==> src/rtl/up_pkg.sv <==
// up_pkg -- shared definitions for the microcoded datapath.
//   Holds the ControlBus bit indices, the control-word width and the default
//   data width, so the controller and microcode tables decode the same word.
//   ctrl_t is the ControlBus word viewed as named fields; its packed layout
//   matches the bit indices below (bit 0 = ldA ... bit 6 = done).
package up_pkg;

  localparam int CW_WIDTH      = 7;
  localparam int DEFAULT_WIDTH = 8;

  localparam int LD_A_BIT   = 0;
  localparam int LD_B_BIT   = 1;
  localparam int DEC_B_BIT  = 2;
  localparam int ADD_AB_BIT = 3;
  localparam int CLR_A_BIT  = 4;
  localparam int LD_OUT_BIT = 5;
  localparam int DONE_BIT   = 6;

  typedef struct packed {
    logic done;   // bit 6
    logic ldOut;  // bit 5
    logic clrA;   // bit 4
    logic addAb;  // bit 3
    logic decB;   // bit 2
    logic ldB;    // bit 1
    logic ldA;    // bit 0
  } ctrl_t;

  function automatic ctrl_t decodeCtrl(input logic [CW_WIDTH-1:0] word);
    return ctrl_t'(word);
  endfunction

endpackage

==> src/rtl/up_alu.sv <==
// up_alu -- combinational adder for the A/B datapath.
//   Ports:
//     A, B   : WIDTH-bit operands (pre-edge register values)
//     sum    : (A + B) mod 2^WIDTH
//     carry  : carry out of bit WIDTH-1
module up_alu
  import up_pkg::*;
#(
  parameter int WIDTH = DEFAULT_WIDTH
) (
  input  logic [WIDTH-1:0] A,
  input  logic [WIDTH-1:0] B,
  output logic [WIDTH-1:0] sum,
  output logic             carry
);

  // One extra bit on the operands so the carry falls out of the add.
  assign {carry, sum} = {1'b0, A} + {1'b0, B};

endmodule

==> src/rtl/up_datapath.sv <==
// up_datapath -- register datapath driven by a 7-bit microinstruction word.
//   Ports:
//     clk        : system clock, rising-edge active
//     reset_n    : asynchronous active-low reset
//     ControlBus : microinstruction (see up_pkg for the bit map)
//     din        : operand bus for LD_A / LD_B
//     Z          : combinational (B == 0)
//     C          : sticky carry from ADD_AB, cleared by CLR_A
//     dout       : result register, loaded from A on LD_OUT
//     dout_valid : one-cycle pulse after an LD_OUT edge
//     done       : one-cycle pulse after a DONE edge
//   Every operation on an edge uses pre-edge register values, so any
//   combination of control bits is legal in one word.
module up_datapath
  import up_pkg::*;
#(
  parameter int WIDTH = DEFAULT_WIDTH
) (
  input  logic                clk,
  input  logic                reset_n,
  input  logic [CW_WIDTH-1:0] ControlBus,
  input  logic [WIDTH-1:0]    din,
  output logic                Z,
  output logic                C,
  output logic [WIDTH-1:0]    dout,
  output logic                dout_valid,
  output logic                done
);

  ctrl_t            ctl;
  logic [WIDTH-1:0] regA;
  logic [WIDTH-1:0] regB;
  logic [WIDTH-1:0] aluSum;
  logic             aluCarry;

  assign ctl = decodeCtrl(ControlBus);

  up_alu #(.WIDTH(WIDTH)) alu (
    .A     (regA),
    .B     (regB),
    .sum   (aluSum),
    .carry (aluCarry)
  );

  // Z comes straight from B so the controller sees the flag produced by the
  // previous edge with no added latency.
  assign Z = (regB == '0);

  // NOTE: non-blocking assignments make every right-hand side read the
  // pre-edge value, which is exactly what lets ADD_AB+DEC_B add the old B.
  always_ff @(posedge clk or negedge reset_n) begin
    if (!reset_n) begin
      regA       <= '0;
      regB       <= '0;
      C          <= 1'b0;
      dout       <= '0;
      dout_valid <= 1'b0;
      done       <= 1'b0;
    end else begin
      // A: CLR_A beats LD_A beats ADD_AB.
      if (ctl.clrA)       regA <= '0;
      else if (ctl.ldA)   regA <= din;
      else if (ctl.addAb) regA <= aluSum;

      // B: a load beats a decrement; 0 wraps to all-ones.
      if (ctl.ldB)       regB <= din;
      else if (ctl.decB) regB <= regB - WIDTH'(1);

      // C only sets when the add actually reaches A.
      if (ctl.clrA)                                C <= 1'b0;
      else if (ctl.addAb && !ctl.ldA && aluCarry) C <= 1'b1;

      if (ctl.ldOut) dout <= regA;
      dout_valid <= ctl.ldOut;
      done       <= ctl.done;
    end
  end

endmodule

==> config.mk <==
export PLATFORM = sky130hd
export DESIGN_NAME = up_datapath
export DESIGN_NICKNAME = d
export VERILOG_FILES = /design/src/rtl/up_pkg.sv /design/src/rtl/up_alu.sv /design/src/rtl/up_datapath.sv
export SDC_FILE = /design/constraint.sdc
export NUM_CORES = 1
export LEC_CHECK = 0
export CORE_ASPECT_RATIO = 0.6
export CORE_MARGIN = 2
export CORE_UTILIZATION = 40
export CTS_CLUSTER_DIAMETER = 200
export CTS_CLUSTER_SIZE = 28
export DETAILED_ROUTE_END_ITERATION = 16
export PLACE_DENSITY = 0.75
export RECOVER_POWER = 100
export SLEW_MARGIN = 30
export SYNTH_ARGS = -nofsm -noshare
export SYNTH_HDL_FRONTEND = slang
export SYNTH_SLANG_ARGS = --single-unit
export TNS_END_PERCENT = 50
==> constraint.sdc <==
create_clock -name clk -period 2.93 [get_ports clk]
set_clock_uncertainty 0.15 [all_clocks]
set_input_delay 0.586 -clock clk [delete_from_list [all_inputs] [get_ports clk]]
set_output_delay 0.586 -clock clk [all_outputs]
set_load 0.1 [all_outputs]
======== After elaboration in Yosys (flattened, before gate mapping) ========
Cells that the tools add are included.
word-level totals
  input port bits ......................... 17
  word-level logic and storage cells ...... 22
  memory bits (read-only) ................. 0
  flip-flop bits (word level) ............. 27
  output and inout bits ................... 12
  bits in writable memories ............... 0
  bits in latches ......................... 0
  memories ................................ 0
cells by class
  shift operators ......................... 0
  bitwise logic cells ..................... 0
  multiply operators ...................... 0
  div/mod/pow operators ................... 0
  eq/ne operators ......................... 0
  muxes and demuxes ....................... 7
  reductions and logical operators ........ 7
  order comparisons ....................... 0
  add/sub/neg operators ................... 2
operators with widths
  cell                 number
  $mux 8               5
  $add 8x8->9          1
  $logic_not 8->1      1
  $sub 8x1->8 const B  1
  $reduce_bool 2->1    2
  $reduce_bool 3->1    1
  $logic_and 1x1->1    2
  $mux 1               2
  $logic_not 1->1      1

======== Logic depth before layout (Yosys ltp) ========
  depth in word-level cells ............... 5
  depth in mapped cells ................... 8
  gate-level depth less buffers ........... 8

======== Hierarchy ========
A second synthesis with hierarchy kept.
second synthesis, totals
  cell total of the unflattened synthesis .. 161
  area, all modules ....................... 1,604.0 sq um
by module, submodules not included
  module       cells an instance  times used  sequential area each (sq um)  area an instance (sq um)
  up_datapath  119                1           675.6                         1,280.0
  up_alu       42                 1           0.0                           324.1

======== Least setup slack after synthesis ========
OpenSTA, ideal clock, no wires.
  kind .................................... register -> output
  start point ............................. register regB[4]
  end point ............................... output port Z
  buffers on the path ..................... 0
  cell stages (with the launch flop) ...... 3
  slack ................................... -1.859 ns
  arrival ................................. 4.053 ns
  data required time ...................... 2.194 ns
  cell sequence ........................... dfrtp_1 or4_1 nor4b_1
between the ends
  longest elaborated chain between the ends .. 1
RTL lines
  item                    RTL line           source
  start, declared         up_datapath.sv:32  logic [WIDTH-1:0] regB;
  start signal, assigned  up_datapath.sv:66  if (ctl.ldB) regB <= din;
  start signal, assigned  up_datapath.sv:67  else if (ctl.decB) regB <= regB - WIDTH'(1);
  $logic_not 8->1         up_datapath.sv:47  assign Z = (regB == '0);
  end, declared           up_datapath.sv:23  output logic Z,
No other way between the ends.

======== Worst setup path in the final report ========
  start point ............................. input port ControlBus[2]
  end point ............................... register regB[5]
between the ends
  longest elaborated chain between the ends .. 1
RTL lines
  item                         RTL line           source
  start, declared              up_datapath.sv:21  input logic [CW_WIDTH-1:0] ControlBus,
  $reduce_bool 2->1 (no line)  n/a
No other way between the ends.
A chain may end at the register's enable or synchronous reset.

==> results_dict.tcl <==
set metrics [dict create \
    crit_required_ns 2.98 \
    worst_slew_pin_slew_ns 1.50 \
    setup_violations 0 \
    rows 17 \
    cts_made_buffers 3 \
    hpwlAfterDp_microns 2750 \
    min_from "dout[3]" \
    hold_viol 0 \
    yosys_warnings 0 \
    antenna_found_initial 0 \
    grt_max_degree 28 \
    whs_endpoint "dout[3]" \
    drtIter0Drc 92 \
    p_clk_share_pct 21.2 \
    max_stage_delay_ns 0.94 \
    worst-setup-path-type "input port to flop" \
    die_area_sq_um 4500 \
    finalCritPeriodShare_pct 88.4 \
    path_buf_inv 1 \
    vias_per_cell 5.46 \
    synth_async_sr_flop_share_pct 100 \
    postCtsSetupRepairBufs 0 \
    drtPass1Iterations 4 \
    io_buffers 28 \
    max_freq_mhz 386 \
    ys.flop_type "dfrtp_1" \
    pwr-share-comb_pct 35.2 \
    critPathTopFamily "simple AND/OR/NAND/NOR gates" \
    finalSetupTns_ns 0 \
    internal-power_mw 0.626 \
    grt_pass1_wl_microns 5920 \
    grt_usage_pct 17.3 \
    routedWlPerCell_microns 15.0 \
    r2r_start "regB[0]" \
    synth-seq-cells 27 \
    fp.coreArea_sq_um 3740 \
    status "completed" \
    maxCapViolations 0 \
    cp-end-kind "flop" \
    final.min_clock_period_ns 2.59 \
    switching_share_pct 38.9 \
    die_h_microns 52.8 \
    fin_nets 216 \
    drv_slew 0 \
    syn-cell-area_sq_um 1590 \
    fin_util_pct 50.6 \
    start_kind "input port" \
    synthTopCellsByArea "dfrtp_1, ha_1, mux2_2" \
    drc_errors 0 \
    cp_max_fo 5 \
    syn_inst 158 \
    crit_path_cell_trace "dlygate4sd3_1 -> nor4b_1 -> nand2_1 -> xor2_1 -> o21ai_0" \
    io_pins 29 \
    postCtsHoldBufs 0 \
    ys_types 37 \
    instances_no_fill 234 \
    area_growth_pct 19.4 \
    drive_above_1_share_pct 9.63 \
    cts_sinks 27 \
    syn_nets 186 \
    p_switching_mw 0.399 \
    htree_levels 1 \
    overflow 0 \
    start_util_pct 42.4 \
    insertion_delay_ns 0.27 \
    dieWidth_microns 85.3 \
    antenna_cells 0 \
    wl_microns 3500 \
    dr_total_vias 1278 \
    routabilityCongestion 0.838 \
    critPathArrivalTime_ns 2.64 \
    dpl.cell_count 230 \
    syn_area_per_cell_sq_um 10.0 \
    cts_tree "done" \
    synth_seq_area_share_pct 42.6 \
    synth-edff-count 0 \
    yosysMostFrequentCell "dfrtp_1" \
    ctsRootBufferMaster "clkbuf_8" \
    r2r-end "regA[6]" \
    slowest_stage "nor4b_1" \
    netlist_top_cells_count "dfrtp_1, nor2_1, o21ai_0" \
    ir_drop_mv 0.275 \
    power_leakage_nw 0.839 \
    synth_top_area_share_pct 42.6 \
    fillers 357 \
    grt_pass1_vias 1230 \
    worst_hold_path_type "flop to flop" \
    rrSetupSlack_ns 0.57 \
    cts.repair.resized 0 \
    rr_worst_depth 8 \
    share_seq_of_total_power_pct 43.5 \
    hold_depth 1 \
    max_slew_margin_pct 0.280 \
    antenna_left 0 \
    path_clk_slew_ns 0.10 \
    rsz0062_at_grt "false" \
    pwr_density_cell_nw_per_um2 541 \
    cts_buffer_depth 2 \
    yosysTopAreaCell "dfrtp_1" \
]
[layout by cell type, fill, tap and decap left out, types with 2 or more instances in the layout]
master and n:
a21oi_1 10, xor2_1 5, nor3_1 5, or4_1 2
nor2_1 15, ha_1 10, dlygate4sd3_1 6, dfrtp_1 27
buf_4 2, nor4b_1 2, mux2i_1 3, clkbuf_8 3
inv_1 10, mux2_2 8, o21ai_0 15, nor2b_1 2
nand2_1 12, a211oi_1 3, a221oi_1 2, xnor2_1 5
clkdlybuf4s50_1 10, clkbuf_1 13
[power groups by stage]
stage	Clock [mW]	Combinational, mW	Sequential [mW]
after floorplan	0	0.175	0.559
after global placement	0	0.377	0.456
after detailed placement	0	0.382	0.457
after CTS	0.226	0.385	0.449
after global routing	0.239	0.394	0.452
final	0.218	0.361	0.446
[routing by layer]
metal	vias up	part of all wire (%)	global-route usage, %
li1	625	-	-
met1	610	50	24.5
met3	3	7.4	5.67
met4	0	0.54	3.70
met2	40	42	25.9
met5	-	0	0
[how the worst max path moves through the flow]
stage                   from       to  slack, ns  cells after the start
2_1_floorplan        regB[4]        Z       0.15                      2
3_3_place_gp         regB[5]        Z       0.70                      3
3_5_place_dp         regB[0]        C       0.67                      8
4_1_cts              regB[4]        Z       0.37                      3
5_1_grt        ControlBus[2]  regB[5]       0.22                      5
6_report       ControlBus[2]  regB[5]       0.34                      5
[flip-flops by register name, indices dropped and copies added, names as in the netlist]
name and flops:
dout 8, regA 8, regB 8, C 1, done 1, dout_valid 1
[cell type report]
class / instances / area [sq um] / share of cell area (%)
clock buffer: 4 / 45.0 / 2.38
inverter: 10 / 37.5 / 1.98
multi-input combinational: 115 / 837 / 44.2
sequential: 27 / 676 / 35.7
tap: 47 / 58.8 / 3.10
timing repair buffer: 31 / 240 / 12.7
[cell families (layout without fill, tap and decap cells)]
kind of cell	Yosys count	count (layout)	synth area share, %
AO/OA/AOI/OAI	42	42	17.4
flip-flops	27	27	42.6
adder cells (fa/ha/maj)	11	11	9.15
AND/OR/NAND/NOR	41	41	14.0
multiplexers	11	11	7.57
buffers and inverters	16	45	3.79
XOR/XNOR	10	10	5.52
[metrics by stage]
step	instance area [sq um]	setup slack, ns	hold slack [ns]	total power, mW
after CTS	1970	0.367	0.370	1.06
after global placement	1920	0.697	0.343	0.833
after global routing	1890	0.222	0.387	1.08
after detailed placement	1920	0.672	0.348	0.839
after floorplan	1600	0.147	0.140	0.734
final	1890	0.340	0.361	1.02
(Power assumes the default switching activity.)
==> patch 1, RTL diff (same settings) <==
Make the reset (`reset_n`) synchronous in one clocked block. Comments in the files are not updated.
--- a/src/rtl/up_datapath.sv
+++ b/src/rtl/up_datapath.sv
@@ -49,5 +49,5 @@
   // NOTE: non-blocking assignments make every right-hand side read the
   // pre-edge value, which is exactly what lets ADD_AB+DEC_B add the old B.
-  always_ff @(posedge clk or negedge reset_n) begin
+  always_ff @(posedge clk) begin
     if (!reset_n) begin
       regA       <= '0;
Function: differs if reset_n is asserted again (counterexample within 4 cycles, from zero or initial values and one cycle with reset_n low); with reset_n held inactive, the same outputs for 4 cycles.
==> patch 1 against the original RTL <==
Power shrank 19%. Non-clock buffer count is the same. Register-to-register slack gained 0.25 ns. Worst setup slack gained 0.083 ns. Sequential cell count is the same. Area after synthesis shrank 5.1%. Synthesized cell count grew 8.2%. Combinational power shrank 42%. Critical path depth shrank 2. Wire length shrank 10%. Final area shrank 4.0%. Sequential power shrank 9.6%.
==> patch 1: results (changes against the original RTL) <==
** Global route
- The largest net degree at the start of global routing is 18 (was 28).
- Number of global-route vias before repair :: 1143 (was 1230)
- Tot GR Track Use :: 15.8% (was 17.3%)

** Place
- The pre-CTS worst setup slack is 0.507 ns (was 0.672 ns).
- The number of placed cells counting well taps was 242 (was 230).
- Detail Placement HPWL :: 2450 um (was 2750 um)
- The global placement routability congestion was 0.837 (was 0.838).

** Synth
- The number of nets produced by synthesis was 199 (was 186).
- Synth unique cells :: 36 (was 37)
- Synth top area cells :: dfxtp_1 36%, ha_1 8.3%, mux2i_1 7.3% (was dfrtp_1 43%, ha_1 7.9%, mux2_2 5.7%)
- Multiplexer fraction of the synthesized cell area :: 7.32% (was 7.57%)
- The share of synthesized registers carrying an async set or reset was 0% (was 100%).
- The dominant synthesized flop cell is dfxtp_1 (was dfrtp_1).
- The part of the Yosys area used for sequential elements was 35.9% (was 42.6%).
- Synthesized-area fraction occupied by xor and xnor cells :: 6.40% (was 5.52%)
- Area share of fa/ha/maj cells after synthesis :: 9.64% (was 9.15%)
- The synthesized instance count is 171 (was 158).

** Critical path
- The largest fanout on the critical path was 6 (was 5).
- The worst reg-to-reg setup slack came to 0.82 ns (was 0.57 ns).
- Slowest CP cell :: or4_4 (was nor4b_1)
- The data arrival time of the critical path came to 1.77 ns (was 2.64 ns).
- The largest stage delay on the critical path was 0.59 ns (was 0.94 ns).

** Pwr
- Combinational share of power :: 25.5% (was 35.2%)
- The total power divided by cell area came to 454 nW/um2 (was 541 nW/um2).
- The leakage component of the power was 0.731 nW (was 0.839 nW).
- The reported sequential group power is 403 uW (was 446 uW).
- Power Internal :: 571 uW (was 626 uW)

** Final layout
- Number of fill cells in the layout :: 395 (was 357)
- The fraction of layout instances using a drive strength above 1 was 4.52% (was 9.63%).
- Layout-stage area growth over the synthesis result :: 20.9% (was 19.4%)
- Net count reported at finish :: 228 (was 216)

** STA
- The pin slew with the least headroom to its limit was 1.17 ns (was 1.50 ns).
- Worst slack on hold paths :: 0.370 ns (was 0.361 ns)
- Fmax achieved :: 0.399 GHz (was 0.386 GHz)

** Route
- The number of violations reported at the end of detailed-routing iteration 0 is 68 (was 92).
- The total number of vias is 1256 (was 1278).

** Status
- Result of the run: finished clean (unchanged).
[patch 1: worst reg2reg max path: stages (launching register included)]
cell	delay [ns]
dfxtp_1	0.36
ha_1	0.24
inv_1	0.08
fa_1	0.21
nor2b_1	0.08
o31a_1	0.26
o21ai_0	0.34
mux2i_1	0.22
nor2_1	0.06
[patch 1: per-layer routing]
| metal | track usage [%] | routed length (um) |
|---|---|---|
| met5 | 0 | 0 |
| met4 | 0.820 | 0 |
| met3 | 4.60 | 152 |
| met2 | 24.3 | 1270 |
| met1 | 23.1 | 1720 |
[patch 1: worst paths after layout]
| path | from | endpoint | cells after the start |
|---|---|---|---|
| setup / recovery | regB[2]$_SDFFE_PN0P_ | Z | 3 |
| hold / removal | dout[6]$_SDFFE_PN0P_ | dout[6]$_SDFFE_PN0P_ | 2 |
| setup reg to reg | regB[0]$_SDFFE_PN0P_ | regA[6]$_SDFFE_PP0P_ | 8 |
| hold reg to reg | dout[6]$_SDFFE_PN0P_ | dout[6]$_SDFFE_PN0P_ | 2 |
[patch 1: kinds of logic (layout without fill, tap and decap cells)]
group / count (synthesis) / count (layout)
muxes: 11 / 11
and+or+nand+nor: 58 / 58
adders and majority gates: 11 / 11
buffers and inverters: 14 / 42
DFF: 27 / 27
AOI/OAI and AO/OA: 39 / 39
xor gates and xnor gates: 11 / 11
[patch 1: cell type report]
cell class | count | area share (%)
well taps | 47 | 3.23
clock buffers | 3 | 2.27
multi-input cells | 130 | 49.9
repair buffers | 31 | 13.2
flip-flops and latches | 27 | 29.7
inverters | 7 | 1.44
clock inverters | 1 | 0.275
==> patch 2, RTL diff (same settings) <==
Without the edit above. Change the package constant `CW_WIDTH` from 7 to 5.
--- a/src/rtl/up_pkg.sv
+++ b/src/rtl/up_pkg.sv
@@ -6,5 +6,5 @@
 package up_pkg;
 
-  localparam int CW_WIDTH      = 7;
+  localparam int CW_WIDTH      = 5;
   localparam int DEFAULT_WIDTH = 8;
 
Interface: changed (resized ControlBus); port bits go from 29 to 27. No check against the original RTL was run, so the function may have changed too.
==> patch 2 against the original RTL <==
Die area is 20% lower. Power is 29% lower. Worst setup slack better by 0.030 ns. Wire length is 16% lower. Clock power is 17% lower. Sequential power is 36% lower. Sequential share of layout area is 6.3 points lower. Area after synthesis is 21% lower. Final area is 24% lower. Sequential cell count is 10 lower. Combinational power is 26% lower. Critical path type is now flip-flop to output pin.
==> patch 2: results (changes against the original RTL) <==
** STA
- Worst-margin pin slew :: 1.16 ns (was 1.50 ns)

** Clock tree
- The worst-case clock buffer depth is 2 (unchanged).
- The CTS root buffer was clkbuf_8 (unchanged).
- Clock edge transition at the registers on the reported setup and hold paths :: 0.07 ns (was 0.10 ns)
- Number of levels the H-tree was split into :: 1 (unchanged)
- Insertion delay to the later sink of the worst-skew pair :: 0.26 ns
- Post-CTS setup-driven buffer insertion count :: 0 (unchanged)

** Hold path
- Min-Delay Startpoint :: C$_DFFE_PN0P_ (was dout[3]$_DFFE_PN0P_)
- The kind of path behind the tightest hold check is flip-flop to flip-flop (unchanged).

** Critical path
- The largest fanout on the critical path is 4 (was 5).
- The first element of the critical path was regB[5]$_DFFE_PN0P_ (was ControlBus[2]).
- The data arrival time of the critical path came to 1.82 ns (was 2.64 ns).
- The largest stage delay on the critical path is 0.56 ns (was 0.94 ns).
- The dominant delay contributor by cell family on the critical path was simple AND/OR/NAND/NOR gates (unchanged).
- Slowest CP cell :: or4_1 (was nor4b_1)

** Global route
- The total routing usage reported by global routing is 17.2% (was 17.3%).
- Met2 routing resource usage after global routing :: 26.1% (was 25.9%)
- Number of global-route vias before repair :: 923 (was 1230)
- The largest net degree at the start of global routing came to 18 (was 28).
- Wire length of the first global-routing pass :: 4620 um (was 5920 um)
- GR met1 Demand/Resource :: 24.0% (was 24.5%)
- Number of antenna violations at the first check in global routing :: 0 (unchanged)
- The global routing usage on met3 is 5.19% (was 5.67%).

** Synth
- Synth unique cells :: 36 (was 37)
- Number of instances in the synthesized netlist :: 143 (was 158)
- The number of warnings printed during yosys synthesis came to 0 (unchanged).
- The dominant synthesized flop cell was dfrtp_1 (unchanged).
- Synth top area cells: dfrtp_1 34%, ha_1 10%, buf_4 6.6% (was dfrtp_1 43%, ha_1 7.9%, mux2_2 5.7%).
- Async S/R FF share, synth :: 100% (unchanged)
- Top cells by count, synth :: 17 x dfrtp_1, 15 x nor2_1, 14 x nand2_1, 13 x o21ai_0, 11 x buf_4 (was 27 x dfrtp_1, 15 x nor2_1, 13 x o21ai_0, 12 x nand2_1)
- The part of the Yosys area used for sequential elements came to 34.1% (was 42.6%).

** Route
- The count of TritonRoute iterations in the first routing pass came to 4 (unchanged).
- The number of violations reported at the end of detailed-routing iteration 0 came to 58 (was 92).
- Mean routed wirelength per cell :: 14.7 um (was 15.0 um)
- The number of vias per cell after detailed routing was 5.31 (was 5.46).

** Place
- Port Buffers :: 16 (was 28)
- The half-perimeter wire length of the detailed placement result was 2300 um (was 2750 um).
- Routability congestion estimate :: 0.975 (was 0.838)
- The number of placed cells counting well taps came to 196 (was 230).

** Final layout
- Share of layout cells above drive strength 1 :: 5.06% (was 9.63%)
- Registers with the highest flip-flop counts: regA x8, regB x8, C x1 (was dout x8, regA x8, regB x8).
- Net count reported at finish :: 185 (was 216)
- Number of cells in the finished layout apart from fillers :: 200 (was 234)
- N_diodes :: 0 (unchanged)

** Pwr
- Peak supply drop :: 0.192 mV (was 0.275 mV)
- The leakage component of the power came to 0.634 nW (was 0.839 nW).

** Status
- Result of the run: finished clean (unchanged).
-- patch 2: cell types whose count changed after synthesis, sizes merged, moves of 3 or more --
cell and delta:
inv -3, clkbuf -4, buf +12, or3 +3
dfrtp -10, mux2 -8
-- patch 2: worst reg2reg max path: cells and delay by family, from the launching register on --
| kind | cells | cell delay [ns] |
|---|---|---|
| compound gates | 3 | 0.78 |
| fa+ha+maj | 2 | 0.62 |
| buf+inv | 1 | 0.07 |
| flops | 1 | 0.40 |
| simple gates | 3 | 0.36 |
-- patch 2: metrics by stage --
step / setup slack [ns] / power, mW / cell area (um2) / utilization (%)
CTS: 0.376 / 0.738 / 1460 / 49.9
detailed placement: 0.558 / 0.557 / 1420 / 48.3
finish: 0.370 / 0.732 / 1450 / 49.5
global placement: 0.555 / 0.547 / 1420 / 48.3
floorplan: 0.155 / 0.499 / 1300 / -
global route: 0.248 / 0.772 / 1450 / 49.5
-- patch 2: worst paths after layout --
kind	end	slack [ns]	cells past startpoint
min reg2reg	C$_DFFE_PN0P_	0.36	2
min	C$_DFFE_PN0P_	0.36	2
max reg2reg	C$_DFFE_PN0P_	0.49	9
max	Z	0.37	3
min in group asynchronous	regB[5]$_DFFE_PN0P_	0.71	1
max in group asynchronous	C$_DFFE_PN0P_	1.41	1
-- patch 2: area by class of cell --
cell class	instances	area (um2)
clock inverters	1	5.00
repair buffers	16	164
clock buffers	3	41.3
well taps	42	52.6
inverters	7	26.3
fillers	277	1480
flip-flops and latches	17	425
multi-input cells	114	734
-- patch 2: where the power goes --
part	switching, mW	leakage (nW)	internal (mW)
sequential	0.0280	0.215	0.258
clock	0.0853	0.0255	0.0945
combinational	0.169	0.394	0.0964
-- patch 2: cells by family after synthesis --
| family | count (synthesis) | share of synthesized area (%) |
|---|---|---|
| mux | 1 | 0.802 |
| buf+inv | 21 | 10.2 |
| other cells | 1 | 0.301 |
| fa+ha+maj | 11 | 11.6 |
| simple gates | 44 | 16.5 |
| compound gates | 38 | 19.4 |
| xor+xnor | 10 | 7.02 |
| flops | 17 | 34.1 |
-- patch 2: layer usage --
metal / part of all wire (%) / vias to the layer above
met5: 0 / -
met2: 42 / 49
li1: - / 515
met4: 0.71 / 0
met3: 11 / 5
met1: 47 / 493
